## src/rtl/axi_write_master.sv

```systemverilog
// -----------------------------------------------------------------------------
// axi_write_master
//   Single-outstanding write master for the simplified AXI slave. A command
//   accepted on the cmd_* handshake is launched on AW and W at the same time.
//   The two channels may complete in either order. The master then waits on B
//   under a watchdog, so a slave that never raises bvalid cannot hang it.
//   Each write ends with a one-cycle resp_done pulse. resp_timeout qualifies
//   that pulse.
//
// Ports
//   clk, rst                  clock; asynchronous active-low reset (0 = reset)
//   cmd_valid/cmd_ready       command handshake
//   cmd_addr, cmd_data        command payload
//   awaddr/awvalid/awready    AW channel
//   wdata/wvalid/wready       W channel
//   bvalid/bready             B channel
//   resp_done, resp_timeout   completion pulse; resp_timeout=1 means the watchdog expired
//   late_b_err                sticky flag: bvalid was seen outside WAIT_B
//   ok_cnt, timeout_cnt       saturating completion statistics
// -----------------------------------------------------------------------------
module axi_write_master #(
   parameter int ADDR_W  = 32,
   parameter int DATA_W  = 32,
   parameter int TIMEOUT = 16,
   parameter int CNT_W   = 16
) (
   input  logic              clk,
   input  logic              rst,
   input  logic              cmd_valid,
   output logic              cmd_ready,
   input  logic [ADDR_W-1:0] cmd_addr,
   input  logic [DATA_W-1:0] cmd_data,
   output logic [ADDR_W-1:0] awaddr,
   output logic              awvalid,
   input  logic              awready,
   output logic [DATA_W-1:0] wdata,
   output logic              wvalid,
   input  logic              wready,
   input  logic              bvalid,
   output logic              bready,
   output logic              resp_done,
   output logic              resp_timeout,
   output logic              late_b_err,
   output logic [CNT_W-1:0]  ok_cnt,
   output logic [CNT_W-1:0]  timeout_cnt
);

   localparam int              WD_W    = (TIMEOUT > 1) ? $clog2(TIMEOUT) : 1;
   localparam logic [WD_W-1:0] WD_LAST = WD_W'(TIMEOUT - 1);

   typedef enum logic [1:0] {
      S_IDLE,
      S_SEND,
      S_WAIT_B
   } state_e;

   state_e              state_q, state_d;
   logic                live_q;          // 0 until the first edge after reset release
   logic [ADDR_W-1:0]   awaddr_q, awaddr_d;
   logic [DATA_W-1:0]   wdata_q, wdata_d;
   logic                awvalid_q, awvalid_d;
   logic                wvalid_q, wvalid_d;
   logic [WD_W-1:0]     wd_q, wd_d;
   logic                resp_done_q, resp_done_d;
   logic                resp_timeout_q, resp_timeout_d;
   logic                late_b_err_q, late_b_err_d;
   logic [CNT_W-1:0]    ok_cnt_q, ok_cnt_d;
   logic [CNT_W-1:0]    timeout_cnt_q, timeout_cnt_d;

   // cmd_ready stays low during reset and rises one edge after release.
   assign cmd_ready    = live_q && (state_q == S_IDLE);
   assign bready       = (state_q == S_WAIT_B);
   assign awaddr       = awaddr_q;
   assign wdata        = wdata_q;
   assign awvalid      = awvalid_q;
   assign wvalid       = wvalid_q;
   assign resp_done    = resp_done_q;
   assign resp_timeout = resp_timeout_q;
   assign late_b_err   = late_b_err_q;
   assign ok_cnt       = ok_cnt_q;
   assign timeout_cnt  = timeout_cnt_q;

   always_comb begin
      // NOTE: every variable gets a default here first, so no path can leave a value unassigned and infer a latch.
      state_d        = state_q;
      awaddr_d       = awaddr_q;
      wdata_d        = wdata_q;
      awvalid_d      = awvalid_q;
      wvalid_d       = wvalid_q;
      wd_d           = wd_q;
      ok_cnt_d       = ok_cnt_q;
      timeout_cnt_d  = timeout_cnt_q;
      resp_done_d    = 1'b0;
      resp_timeout_d = 1'b0;
      // A B beat outside WAIT_B is never consumed. It is only flagged.
      late_b_err_d   = late_b_err_q || (bvalid && (state_q != S_WAIT_B));

      unique case (state_q)
         S_IDLE: begin
            if (cmd_valid && cmd_ready) begin
               awaddr_d  = cmd_addr;
               wdata_d   = cmd_data;
               awvalid_d = 1'b1;
               wvalid_d  = 1'b1;
               state_d   = S_SEND;
            end
         end
         S_SEND: begin
            if (awvalid_q && awready) awvalid_d = 1'b0;
            if (wvalid_q && wready)   wvalid_d  = 1'b0;
            // Look at the next-state valids so that a handshake in this cycle counts.
            if (!awvalid_d && !wvalid_d) begin
               wd_d    = '0;
               state_d = S_WAIT_B;
            end
         end
         S_WAIT_B: begin
            // bvalid is checked before the watchdog, so a B beat on the last cycle is reported OK.
            if (bvalid) begin
               resp_done_d = 1'b1;
               if (ok_cnt_q != '1) ok_cnt_d = ok_cnt_q + CNT_W'(1);
               state_d     = S_IDLE;
            end else if (wd_q == WD_LAST) begin
               resp_done_d    = 1'b1;
               resp_timeout_d = 1'b1;
               if (timeout_cnt_q != '1) timeout_cnt_d = timeout_cnt_q + CNT_W'(1);
               state_d        = S_IDLE;
            end else begin
               wd_d = wd_q + WD_W'(1);
            end
         end
         default: state_d = S_IDLE;
      endcase
   end

   always_ff @(posedge clk or negedge rst) begin
      if (!rst) begin
         state_q        <= S_IDLE;
         live_q         <= 1'b0;
         awaddr_q       <= '0;
         wdata_q        <= '0;
         awvalid_q      <= 1'b0;
         wvalid_q       <= 1'b0;
         wd_q           <= '0;
         resp_done_q    <= 1'b0;
         resp_timeout_q <= 1'b0;
         late_b_err_q   <= 1'b0;
         ok_cnt_q       <= '0;
         timeout_cnt_q  <= '0;
      end else begin
         // NOTE: state registers use non-blocking assignment, so every flop samples the pre-edge values.
         state_q        <= state_d;
         live_q         <= 1'b1;
         awaddr_q       <= awaddr_d;
         wdata_q        <= wdata_d;
         awvalid_q      <= awvalid_d;
         wvalid_q       <= wvalid_d;
         wd_q           <= wd_d;
         resp_done_q    <= resp_done_d;
         resp_timeout_q <= resp_timeout_d;
         late_b_err_q   <= late_b_err_d;
         ok_cnt_q       <= ok_cnt_d;
         timeout_cnt_q  <= timeout_cnt_d;
      end
   end

endmodule

```

## config.mk

```make
export PLATFORM = sky130hd
export DESIGN_NAME = axi_write_master
export DESIGN_NICKNAME = d
export VERILOG_FILES = /design/src/rtl/axi_write_master.sv
export SDC_FILE = /design/constraint.sdc
export NUM_CORES = 1
export LEC_CHECK = 0
export ABC_CLOCK_PERIOD_IN_PS = 4440
export BUFFER_PORTS_ARGS = -buffer_cell sky130_fd_sc_hd__buf_2
export CORE_MARGIN = 2
export CORE_UTILIZATION = 50
export DETAILED_ROUTE_END_ITERATION = 6
export PLACE_DENSITY = 0.92
export SETUP_SLACK_MARGIN = 0.05
export SKIP_CTS_REPAIR_TIMING = 1
export SYNTH_ARGS = -nofsm -noshare
export SYNTH_HDL_FRONTEND = slang
export SYNTH_SLANG_ARGS = --single-unit
```

## constraint.sdc

```tcl
create_clock -name clk -period 4.44 [get_ports clk]
set_input_delay 0 -clock clk [delete_from_list [all_inputs] [get_ports clk]]
set_output_delay 0 -clock clk [all_outputs]
set_load 0.02 [all_outputs]
```

Word-level counts from Yosys, hierarchy flattened
Index checks and enable logic that the tools add are counted.
{"block": "op_classes", "add_sub_neg": 3, "n_mul": 0, "n_div": 0, "order_cmp": 0, "eq_ne": 11, "n_shift": 0, "mux": 21, "bitwise_logic": 1, "reduce_logical": 18}
{"cell": "16-bit by 1-bit adder with 16-bit output, second input constant", "count": 2}
{"cell": "16-bit inequality test, second input constant", "count": 2}
{"cell": "4-bit two-way mux", "count": 3}
{"cell": "1-bit two-way mux", "count": 10}
{"cell": "2-bit two-way mux", "count": 4}
{"cell": "2-bit inequality test, second input constant", "count": 4}
{"cell": "4-bit case mux with 2 select lines", "count": 1}
{"cell": "4-bit AND reduction", "count": 2}
{"cell": "1-bit logical AND", "count": 6}
{"cell": "2-bit case mux with 3 select lines", "count": 1}
{"cell": "3-bit AND reduction", "count": 2}
{"cell": "4-bit by 1-bit adder with 4-bit output, second input constant", "count": 1}
{"cell": "4-bit == test, second input constant", "count": 1}
{"cell": "1-bit case mux with 2 select lines", "count": 2}
{"cell": "2-bit AND reduction", "count": 2}
{"cell": "2-bit nonzero test", "count": 2}
{"cell": "3-bit by 2-bit inequality test with 1-bit output, second input constant", "count": 1}
{"cell": "2-bit by 1-bit == test with 1-bit output, second input constant", "count": 1}
{"cell": "2-bit == test, second input constant", "count": 1}
{"cell": "1-bit logical NOT", "count": 2}
{"cell": "2-bit logical NOT", "count": 1}
{"cell": "2-bit by 1-bit inequality test with 1-bit output, second input constant", "count": 1}
{"cell": "1-bit logical OR", "count": 1}
{"cell": "1-bit inverter", "count": 1}
{"block": "word_totals", "reg_bits": 108, "latchBits": 0, "ramBits": 0, "romBits": 0, "output_inout_bits": 103, "n_memories": 0}

Longest topological paths before layout
{"block": "logic_depth", "depth_word": 7, "depth_mapped": 7, "ltp_nobuf": 5}

Worst setup path before layout
Ideal clock, no wire load.
{"block": "synth_timing", "kind": "register -> register", "from": "register state_q[1]", "to": "register awaddr_q[19], in the netlist awaddr[19]", "setup_ns": 0.125, "t_arrival_ns": 1.961, "path_slack_ns": 2.354, "stages_incl_launch_ff": 7, "period_less_slack_ns": 2.086, "cell_sequence": "dfrtp_1 > nor3b_1 > and2_1 > buf_2 > buf_4 > buf_4 > mux2_2"}
{"block": "synth_between", "elab_chain_len": 4}
{"item": "start: declaration", "line": "57", "rtl": "state_e state_q, state_d;"}
{"item": "start signal: assignment", "line": "152", "rtl": "state_q <= state_d;"}
{"item": "2-bit logical NOT", "line": "71", "rtl": "assign cmd_ready = live_q && (state_q == S_IDLE);"}
{"item": "1-bit logical AND", "line": "71"}
{"item": "net cmd_ready", "line": "30", "rtl": "output logic cmd_ready,"}
{"item": "1-bit logical AND", "line": "100", "rtl": "if (cmd_valid && cmd_ready) begin"}
{"item": "2-bit AND reduction (no line)"}
{"item": "end signal: assignment", "line": "154", "rtl": "awaddr_q <= awaddr_d;"}
{"item": "end: declaration", "line": "59", "rtl": "logic [ADDR_W-1:0] awaddr_q, awaddr_d;"}
The timed path passes the listed nets, and every way through them passes these cells.
A chain may end at the register's enable or synchronous reset.

Worst setup path after layout
{"block": "layout_timing", "from": "register state_q[0]", "to": "register awaddr_q[8], in the netlist awaddr[8]"}
{"block": "layout_between", "elab_chain_len": 4}
{"item": "2-bit logical NOT (*)", "line": "71, 98"}
{"item": "1-bit logical AND", "line": "71"}
{"item": "1-bit logical AND", "line": "100"}
{"item": "2-bit AND reduction (no line) (*)"}
Mark *: on every way between the ends. The rest lies on a longest branch, timed or not.

==> impl_metrics.env <==
export IMPL_yosys_warnings=0
export IMPL_drtIter0Drc=82
export IMPL_ctsRootBufferMaster="clkbuf_8"
export IMPL_synth_cells=321
export IMPL_multi_input_area_sq_um=1700
export IMPL_placed_cell_area_sq_um=5440
export IMPL_die_x_um=98.6
export IMPL_yosys_top_cells_area="dfrtp_1, mux2_2, xor2_1"
export IMPL_grt_usage_pct=20.0
export IMPL_cp_end_kind="register"
export IMPL_seqCellArea_sq_um=2700
export IMPL_synth_edf_count=0
export IMPL_tightest_slew_ps=855
export IMPL_dpl_cell_count=596
export IMPL_leakage_nw=3.23
export IMPL_worstSetupStartpointType="register"
export IMPL_drc_errors=0
export IMPL_grt_setup_unrepaired="false"
export IMPL_grt_pass1_wl_um=15600
export IMPL_yosys_register_bits=108
export IMPL_hold_class="in -> async"
export IMPL_worstPathMaxFanout=36
export IMPL_grt_pass1_vias=3349
export IMPL_fp_dieArea_sq_um=9730
export IMPL_irDropWorstVdd_v=0.000355
export IMPL_required_ps=4680
export IMPL_htreeDepth=3
export IMPL_cp_arrival_ps=2630
export IMPL_path_clk_slew_ps=100
export IMPL_num_io_pins=173
export IMPL_cts_tree="yes"
export IMPL_cap_violations=0
export IMPL_fin_area_sq_um=6330
export IMPL_fin_hold_ws_ps=194
export IMPL_antenna_found_initial=1
export IMPL_viasPerCell=5.20
export IMPL_dr_pass1_iters=4
export IMPL_netlist_top_cells_count="dfrtp_1, mux2_2, xor2_1"
export IMPL_crit_type="reg -> reg"
export IMPL_fmax_mhz=419
export IMPL_hold_viol=0
export IMPL_final_cells=680
export IMPL_dpl_hpwl_um=6960
export IMPL_cts_buffers=9
export IMPL_slew_headroom_pct=43.0
export IMPL_n_fill_cell=565
export IMPL_cts_sinks=108
export IMPL_grt_ovfl_total=0
export IMPL_grt_max_degree=56
export IMPL_synth_most_common_cell="dfrtp_1"
export IMPL_syn_to_final_growth_pct=41.3
export IMPL_status="completed"
export IMPL_drive_above_1_share_pct=46.6
export IMPL_syn_num_nets=394
export IMPL_min_period_ps=2390
export IMPL_async_flop_share_pct=100
export IMPL_synth_top_area_cell="dfrtp_1"
export IMPL_yosysTopAreaCellShare_pct=60.4
export IMPL_syn_cell_area_sq_um=4480
export IMPL_ys_flop_type="dfrtp_1"
export IMPL_ant_nets=0
export IMPL_setup_tns_ps=0
export IMPL_num_nets_final=640
export IMPL_skew_ps=9.42
export IMPL_cts_buffer_depth=2
export IMPL_wl_um=11300
export IMPL_syn_area_per_cell_sq_um=13.9
export IMPL_die_h_um=98.6
export IMPL_vias=3533
export IMPL_slew_viol_final=0
export IMPL_period_share_pct=53.7
export IMPL_clkLatencyLatePin_ps=360
export IMPL_wl_per_cell_um=16.6
export IMPL_start_util_pct=51.3
export IMPL_power_density_nw_per_um2=562
export IMPL_portBuffers=172
export IMPL_synth_cell_type_count=42
export IMPL_finalSetupViolCount=0
export IMPL_core_area_sq_um=8720
export IMPL_synth_seq_area_share_pct=60.4
export IMPL_place_gp_congestion=0.847
export IMPL_rows=34
-- layout make-up --
type | instances | share of cell area, %
Inverter | 5 | 0.297
Tap cell | 108 | 2.14
Multi-Input combinational cell | 200 | 26.9
Clock buffer | 12 | 2.45
Antenna cell | 1 | 0.0396
Sequential cell | 108 | 42.7
Clock inverter | 3 | 0.732
Timing Repair Buffer | 243 | 24.8
-- routing by layer --
metal  up-vias  wire length, um  track usage, %
met3        14              731            7.30
met4         0              146            5.48
met1      1746             4320            24.0
met2       143             6070            34.1
li1       1630                -               -
met5         -                0               0
-- stage by stage --
step | power (mW) | util, % | setup WS (ps)
CTS | 3.50 | 64.7 | 2040
floorplan | 2.39 | - | 2350
global placement | 2.83 | 62.4 | 2180
finish | 3.55 | 72.5 | 2050
detailed placement | 2.90 | 62.4 | 2050
global route | 3.72 | 72.5 | 1890
-- logic make-up after synthesis --
kind of cell             share of synthesized area, %
flip-flops                                       60.4
other                                          0.0838
adder cells (fa/ha/maj)                         0.839
AND/OR/NAND/NOR                                  12.8
buffers and inverters                            1.70
XOR/XNOR                                         5.28
AO/OA/AOI/OAI                                    1.98
multiplexers                                     16.9
-- report_power, final --
group          internal (mW)  total, mW  switching (mW)
logic                  0.600       1.40           0.804
registers               1.32       1.54           0.213
clock network          0.290      0.611           0.320
total                   2.22       3.55            1.34
-- critical path, stage by stage, from the launching register on --
cell and delay [ps]:
dfrtp_1 450, nor3b_1 240, and2_2 760, buf_4 430, mux2_2 380
-- flip-flops by register name (all words and copies together), names as in the netlist --
name and count:
awaddr 32, timeout_cnt 16, awvalid 1, wvalid 1, resp_timeout 1, live_q 1, state_q 2, late_b_err 1
resp_done 1, wdata 32, wd_q 4, ok_cnt 16
-- placed cells by master, fill, tap and decap left out, types with 3 or more instances in the layout --
master,count
buf_2,171
dfrtp_1,108
dlygate4sd3_1,68
mux2_2,65
xor2_1,23
nand2_1,13
nor2_1,12
clkbuf_8,11
nand4_1,9
nor3_1,9
nand3_1,7
nor3b_1,6
inv_1,5
and3_1,5
a31oi_1,4
xnor2_1,4
buf_4,4
nand2b_1,3
nand4_2,3
nor4_1,3
a21oi_1,3
o21ai_0,3
ha_1,3
-- final timing paths --
check | from | end | slack, ps | depth (start not counted)
worst max register to register | state_q[0] | awaddr[8] | 2050 | 4
worst min-delay path | rst | timeout_cnt[15] | 190 | 2
max in group asynchronous | rst | wdata[1] | 3100 | 3
min in group clk | wready | wvalid | 360 | 3
worst min register to register | late_b_err | late_b_err | 470 | 1
worst max-delay path | state_q[0] | awaddr[8] | 2050 | 4
Power figures use the tool's default switching activity.
